==> src/rtl/packet_inject.sv <==
// Node-side packetizer for a router's inject port: turns (dst, len) requests plus a payload
// stream into HEAD/BODY/TAIL/SINGLE flits under credit flow control.
module packet_inject #(
  parameter int unsigned CUR_X      = 0,
  parameter int unsigned CUR_Y      = 0,
  parameter int unsigned CUR_Z      = 0,
  parameter int unsigned CMP_MODE   = 0,
  parameter int unsigned BUF_DEPTH  = 4,
  parameter int unsigned MAX_LEN    = 8,
  parameter int unsigned FLIT_SIZE  = 32,
  parameter int unsigned HEADER_LEN = 2,
  parameter int unsigned XW         = 2,
  parameter int unsigned YW         = 2,
  parameter int unsigned ZW         = 2,
  parameter int unsigned XSIZE      = 4,
  parameter int unsigned YSIZE      = 4,
  parameter int unsigned ZSIZE      = 4,
  parameter int unsigned CMP_W      = 5,
  localparam int unsigned LW        = $clog2(MAX_LEN + 1),
  localparam int unsigned PW        = FLIT_SIZE - HEADER_LEN
) (
  input  logic                 i_clk,
  input  logic                 i_rst,
  input  logic                 i_req_valid,
  output logic                 o_req_ready,
  input  logic [XW-1:0]        i_req_dst_x,
  input  logic [YW-1:0]        i_req_dst_y,
  input  logic [ZW-1:0]        i_req_dst_z,
  input  logic [LW-1:0]        i_req_len,
  input  logic                 i_pay_valid,
  output logic                 o_pay_ready,
  input  logic [PW-1:0]        i_pay_data,
  input  logic                 i_credit_in,
  output logic [FLIT_SIZE-1:0] o_flit_out,
  output logic                 o_flit_valid_out,
  output logic                 o_busy,
  output logic                 o_credit_err
);

  localparam int unsigned CW  = $clog2(BUF_DEPTH + 1);
  localparam int unsigned HPW = FLIT_SIZE - HEADER_LEN - 1 - XW - YW - ZW - CMP_W;

  localparam logic [HEADER_LEN-1:0] T_HEAD   = HEADER_LEN'(0);
  localparam logic [HEADER_LEN-1:0] T_BODY   = HEADER_LEN'(1);
  localparam logic [HEADER_LEN-1:0] T_TAIL   = HEADER_LEN'(2);
  localparam logic [HEADER_LEN-1:0] T_SINGLE = HEADER_LEN'(3);

  typedef enum logic {S_IDLE, S_SEND} state_t;

  state_t               r_state;
  logic [CW-1:0]        r_credits;
  logic                 r_credit_err;
  logic [CMP_W-1:0]     r_ts;
  logic [XW-1:0]        r_dx;
  logic [YW-1:0]        r_dy;
  logic [ZW-1:0]        r_dz;
  logic [LW-1:0]        r_len;
  logic [LW-1:0]        r_cnt;
  logic [CMP_W-1:0]     r_cmp;
  logic [FLIT_SIZE-1:0] r_flit;
  logic                 r_flit_valid;

  logic                  w_send;
  logic                  w_len_ok;
  logic                  w_accept;
  logic                  w_last;
  logic                  w_credit_ok;
  logic [CMP_W-1:0]      w_dist;
  logic [CMP_W-1:0]      w_cmp;
  logic [HEADER_LEN-1:0] w_type;
  logic [FLIT_SIZE-1:0]  w_flit;

  // Minimal hop count along one torus ring.
  function automatic logic [CMP_W-1:0] f_ring_dist(input int unsigned cur, input int unsigned dst,
                                                   input int unsigned size);
    int unsigned d;
    d = (cur > dst) ? (cur - dst) : (dst - cur);
    return (d <= size - d) ? CMP_W'(d) : CMP_W'(size - d);
  endfunction

  assign w_dist = f_ring_dist(CUR_X, 32'(i_req_dst_x), XSIZE)
                + f_ring_dist(CUR_Y, 32'(i_req_dst_y), YSIZE)
                + f_ring_dist(CUR_Z, 32'(i_req_dst_z), ZSIZE);
  assign w_cmp  = (CMP_MODE == 1) ? r_ts : w_dist;

  assign w_send      = (r_state == S_SEND) && i_pay_valid && (r_credits != '0);
  assign w_len_ok    = (i_req_len != '0) && (i_req_len <= LW'(MAX_LEN));
  assign w_accept    = (r_state == S_IDLE) && i_req_valid && w_len_ok;
  assign w_last      = (r_cnt == r_len - LW'(1));
  assign w_credit_ok = i_credit_in && (r_credits != CW'(BUF_DEPTH));

  // Flit type from position within the packet.
  always_comb begin
    w_type = T_BODY;
    if (r_len == LW'(1))      w_type = T_SINGLE;
    else if (r_cnt == '0)     w_type = T_HEAD;
    else if (w_last)          w_type = T_TAIL;
  end

  always_comb begin
    w_flit = {w_type, i_pay_data};
    if (w_type == T_HEAD || w_type == T_SINGLE)
      w_flit = {w_type, 1'b0, r_dx, r_dy, r_dz, r_cmp, i_pay_data[HPW-1:0]};
  end

  always_ff @(posedge i_clk) begin
    if (i_rst) begin
      r_state      <= S_IDLE;
      r_credits    <= CW'(BUF_DEPTH);
      r_credit_err <= 1'b0;
      r_ts         <= '0;
      r_dx         <= '0;
      r_dy         <= '0;
      r_dz         <= '0;
      r_len        <= '0;
      r_cnt        <= '0;
      r_cmp        <= '0;
      r_flit       <= '0;
      r_flit_valid <= 1'b0;
    end else begin
      r_ts         <= r_ts + CMP_W'(1);
      r_flit_valid <= w_send;
      if (w_send) r_flit <= w_flit;

      case (r_state)
        S_IDLE: begin
          if (w_accept) begin
            r_dx    <= i_req_dst_x;
            r_dy    <= i_req_dst_y;
            r_dz    <= i_req_dst_z;
            r_len   <= i_req_len;
            r_cmp   <= w_cmp;
            r_cnt   <= '0;
            r_state <= S_SEND;
          end
        end
        S_SEND: begin
          if (w_send) begin
            r_cnt <= r_cnt + LW'(1);
            if (w_last) r_state <= S_IDLE;
          end
        end
        default: r_state <= S_IDLE;
      endcase

      // A credit arriving with the buffer already fully credited is dropped and flagged.
      if (i_credit_in && !w_credit_ok) r_credit_err <= 1'b1;
      if (w_send && !w_credit_ok)      r_credits <= r_credits - CW'(1);
      else if (!w_send && w_credit_ok) r_credits <= r_credits + CW'(1);
    end
  end

  assign o_req_ready      = (r_state == S_IDLE);
  assign o_busy           = (r_state != S_IDLE);
  assign o_pay_ready      = w_send;
  assign o_flit_out       = r_flit;
  assign o_flit_valid_out = r_flit_valid;
  assign o_credit_err     = r_credit_err;

endmodule

==> config.mk <==
export PLATFORM = sky130hd
export DESIGN_NAME = packet_inject
export DESIGN_NICKNAME = d
export VERILOG_FILES = /design/src/rtl/packet_inject.sv
export SDC_FILE = /design/constraint.sdc
export NUM_CORES = 1
export LEC_CHECK = 0
export ABC_CLOCK_PERIOD_IN_PS = 2900
export CAP_MARGIN = 20
export CORE_MARGIN = 3
export CORE_UTILIZATION = 42
export DETAILED_ROUTE_END_ITERATION = 10
export GPL_ROUTABILITY_DRIVEN = 0
export PLACE_DENSITY_LB_ADDON = 0.08
export SYNTH_ARGS = -nofsm -noshare
export SYNTH_HDL_FRONTEND = slang
export SYNTH_SLANG_ARGS = --single-unit
==> constraint.sdc <==
create_clock -name i_clk -period 2.9 [get_ports i_clk]
set_clock_uncertainty 0.15 [all_clocks]
set_input_delay 0.29 -clock i_clk [delete_from_list [all_inputs] [get_ports i_clk]]
set_output_delay 0.29 -clock i_clk [all_outputs]
set_load 0.05 [all_outputs]
==> flow_metrics.py <==
metrics = {
    "detailed_routing": {
        "num_vias": 2144,
        "first_iter_violations": 89,
        "wirelength_um": 5840,
        "antenna_left": 0,
        "vias_per_cell": 4.80,
        "first_pass_iters": 4,
        "drc": 0,
        "wl_per_cell_um": 13.1,
    },
    "worst_hold_path": {
        "min_path_type": "reg2reg",
        "holdPathEnd": "o_flit_out[0]$_SDFFE_PP0P_",
        "holdPathStages": 2,
        "hp-start": "o_flit_out[0]$_SDFFE_PP0P_",
    },
    "synthesis": {
        "synth_area_um2": 2610,
        "synth_adder_area_share_pct": 7.20,
        "synth-compound-area-share_pct": 14.2,
        "muxShareOfSynthArea_pct": 8.45,
        "syn_avg_cell_area_um2": 9.14,
        "synth-simple-area-share_pct": 16.7,
        "synth_top_family_by_area": "simple AND/OR/NAND/NOR gates",
        "postSynthCellCount": 285,
        "ys_warn_count": 0,
        "synth_xor_area_share_pct": 4.18,
        "synth_seq_cells": 57,
        "synth.distinct_cells": 38,
        "ys_seq_area_share_pct": 43.8,
    },
    "place": {
        "port_buffers": 81,
        "hpwl_um": 4070,
    },
    "sta": {
        "setup_viol_count_final": 0,
        "worst_pin_slew_ps": 905,
        "clock.fmax_mhz": 443,
        "fin_tns_setup_ps": 0,
        "timing.final.max_slew_violations": 0,
        "finalCritPeriodShare_pct": 77.9,
        "hold_viol_final": 0,
        "grt_setup_unrepaired": "no",
        "slew_headroom_pct": 39.7,
        "whs_ps": 303,
        "min_period_ps": 2260,
    },
    "floorplanning": {
        "row_count": 28,
        "top_level_ports": 82,
        "dieArea_um2": 7190,
        "coreArea_um2": 5960,
        "die_w_um": 84.8,
        "die_h_um": 84.8,
        "start_util_pct": 43.8,
    },
    "global_routing": {
        "antenna_found_initial": 0,
        "grt_pass1_wl_um": 10100,
        "grt_pass1_vias": 2126,
        "grtUsageTotal_pct": 17.7,
        "grt_start_max_net_pins": 51,
        "globalRouteOverflowTotal": 0,
    },
    "power_and_ir_drop": {
        "p_leak_nw": 1.33,
        "power_density_nw_per_um2": 528,
        "irDropWorstVdd_uv": 320,
    },
    "critical_path": {
        "crit_top_cell": "nand2_1",
        "crit_path_max_fanout": 4,
        "regToRegSetupSlack_ps": 640,
        "cp.required_ps": 2950,
        "crit_path_cell_trace": "nor2_1, nand2_1, nand2_1, ha_1, inv_1, fa_1, xor2_1, o21ai_0, or3b_2",
        "r2r_cells": 9,
        "timing.rr.start": "r_credits[0]$_SDFFE_PP0P_",
        "crit_path_start_kind": "flip-flop",
        "endpoint_kind": "flip-flop",
        "arrival_ps": 2300,
        "critPathSlowestCell": "or3b_2",
        "worstReg2RegEnd": "r_credits[2]$_SDFFE_PP1P_",
        "criticalPathCategory": "reg2reg",
        "slowest_delay_ps": 450,
    },
    "layout": {
        "diodes": 0,
        "final_common_cell": "clkdlybuf4s50_1",
        "final_cell_mix": "clkdlybuf4s50_1, dfxtp_1, nand2_1",
        "syn2layout_area_growth_pct": 40.9,
        "final_net_count": 425,
        "drive_gt1_share_pct": 11.0,
    },
    "clock_tree": {
        "clkSinkCount": 57,
        "h-tree-depth": 3,
        "clockBufferDepth": 2,
        "root_buffer": "clkbuf_8",
        "cts_buffers": 9,
        "postCtsHoldBufs": 0,
        "cts_tree": "built",
        "cts_resized": 0,
        "clk_pin_slew_worst_paths_ps": 70,
        "post-cts-setup-buffer-count": 0,
        "clock_latency_ps": 320,
    },
    "run_status": {
        "status": "finished clean",
    },
    "job": {
        "maxCapViolCount": 0,
    },
}
-- per-layer routing --
metal | vias up | track usage, % | wire length [um]
met2 | 39 | 28.3 | 2910
met1 | 989 | 22.5 | 2650
met4 | 0 | 5.61 | 42
met5 | - | 0 | 0
met3 | 4 | 5.89 | 233
li1 | 1112 | - | -
-- stage by stage --
step | cell area [um2] | util [%] | total power, W | setup WS [ps] | cells
final | 3670 | 61.7 | 0.00194 | 642 | 447
after global routing | 3670 | 61.7 | 0.00205 | 453 | 447
after CTS | 3670 | 61.7 | 0.00197 | 634 | 447
after detailed placement | 3490 | 58.6 | 0.00129 | 276 | 432
after global placement | 3490 | 58.6 | 0.00129 | 333 | 432
after floorplan | 2620 | - | 0.00114 | 16.1 | 287
-- logic make-up (layout without fill, tap and decap cells) --
group                      after synthesis  count (layout)
AOI/OAI and AO/OA                       48              48
xor gates and xnor gates                10              10
adders and majority gates               12              12
buffers and inverters                   33             118
DFF                                     57              57
muxes                                   22              22
other                                    1               3
and+or+nand+nor                        102             102
-- worst max path at each step --
stage                                   start                         to  slack (ps)  depth (start not counted)
detailed placement             i_req_dst_x[0]      r_cmp[2]$_SDFFE_PP0P_         280                          9
finish              r_credits[0]$_SDFFE_PP0P_  r_credits[2]$_SDFFE_PP1P_         640                          9
floorplan                   o_busy$_SDFF_PP0_  r_credits[2]$_SDFFE_PP1P_          20                         10
CTS                 r_credits[0]$_SDFFE_PP0P_  r_credits[2]$_SDFFE_PP1P_         630                          9
global route                   i_req_dst_x[0]      r_cmp[3]$_SDFFE_PP0P_         450                         11
global placement               i_req_dst_x[0]      r_cmp[2]$_SDFFE_PP0P_         330                          9
-- sequential cells by signal, indices dropped and copies added (netlist names) --
name	flops
r_dz	2
r_cnt	4
o_flit_out	32
o_credit_err	1
o_flit_valid_out	1
o_busy	1
r_cmp	5
r_credits	3
r_len	4
r_dx	2
r_dy	2
-- cells in the mapped netlist (all sizes together) --
cell    count  area share [%]
dfxtp      57              44
nand2      45             6.5
nor2       35             5.0
a21oi      25             4.9
mux2i      22             8.4
inv        17             2.4
a211oi     15             6.6
buf         8             1.6
clkbuf      8             1.3
nor3        8             1.7
ha          7             3.4
xor2        6             2.3
fa          5             3.8
nand3       4            0.77
o21ai       4            0.77
xnor2       3             1.0
nand2b      2            0.48
or3         2            0.48
or3b        2            0.67
a21o        1            0.29
a31oi       1            0.24
conb        1            0.14
nand4       1            0.24
nor2b       1            0.24
nor3b       1            0.29
nor4        1            0.24
o311ai      1             1.0
o31a        1            0.34
xnor3       1            0.86
-- power by group --
| part | internal (W) | total (W) | leakage [nW] | switching, W |
|---|---|---|---|---|
| Sequential | 0.000826 | 0.000858 | 0.464 | 0.0000319 |
| Clock | 0.000371 | 0.000669 | 0.0980 | 0.000298 |
| Combinational | 0.000181 | 0.000412 | 0.770 | 0.000231 |
-- area by class of cell --
class                   instances  area (um2)
fillers                       551        2280
clock inverters                 3        15.0
multi-input cells             197        1340
inverters                      17        63.8
flip-flops and latches         57        1140
clock buffers                  12         165
well taps                      75        93.8
repair buffers                 86         853
-- critical path: cells and delay by family (launching register included) --
family                   cells  cell delay [ps]
AND/OR/NAND/NOR              4              750
AO/OA/AOI/OAI                1              120
flip-flops                   1              360
buffers and inverters        1               60
XOR/XNOR                     1              160
adder cells (fa/ha/maj)      2              540
Note: power is estimated with default switching activity, not from simulation.
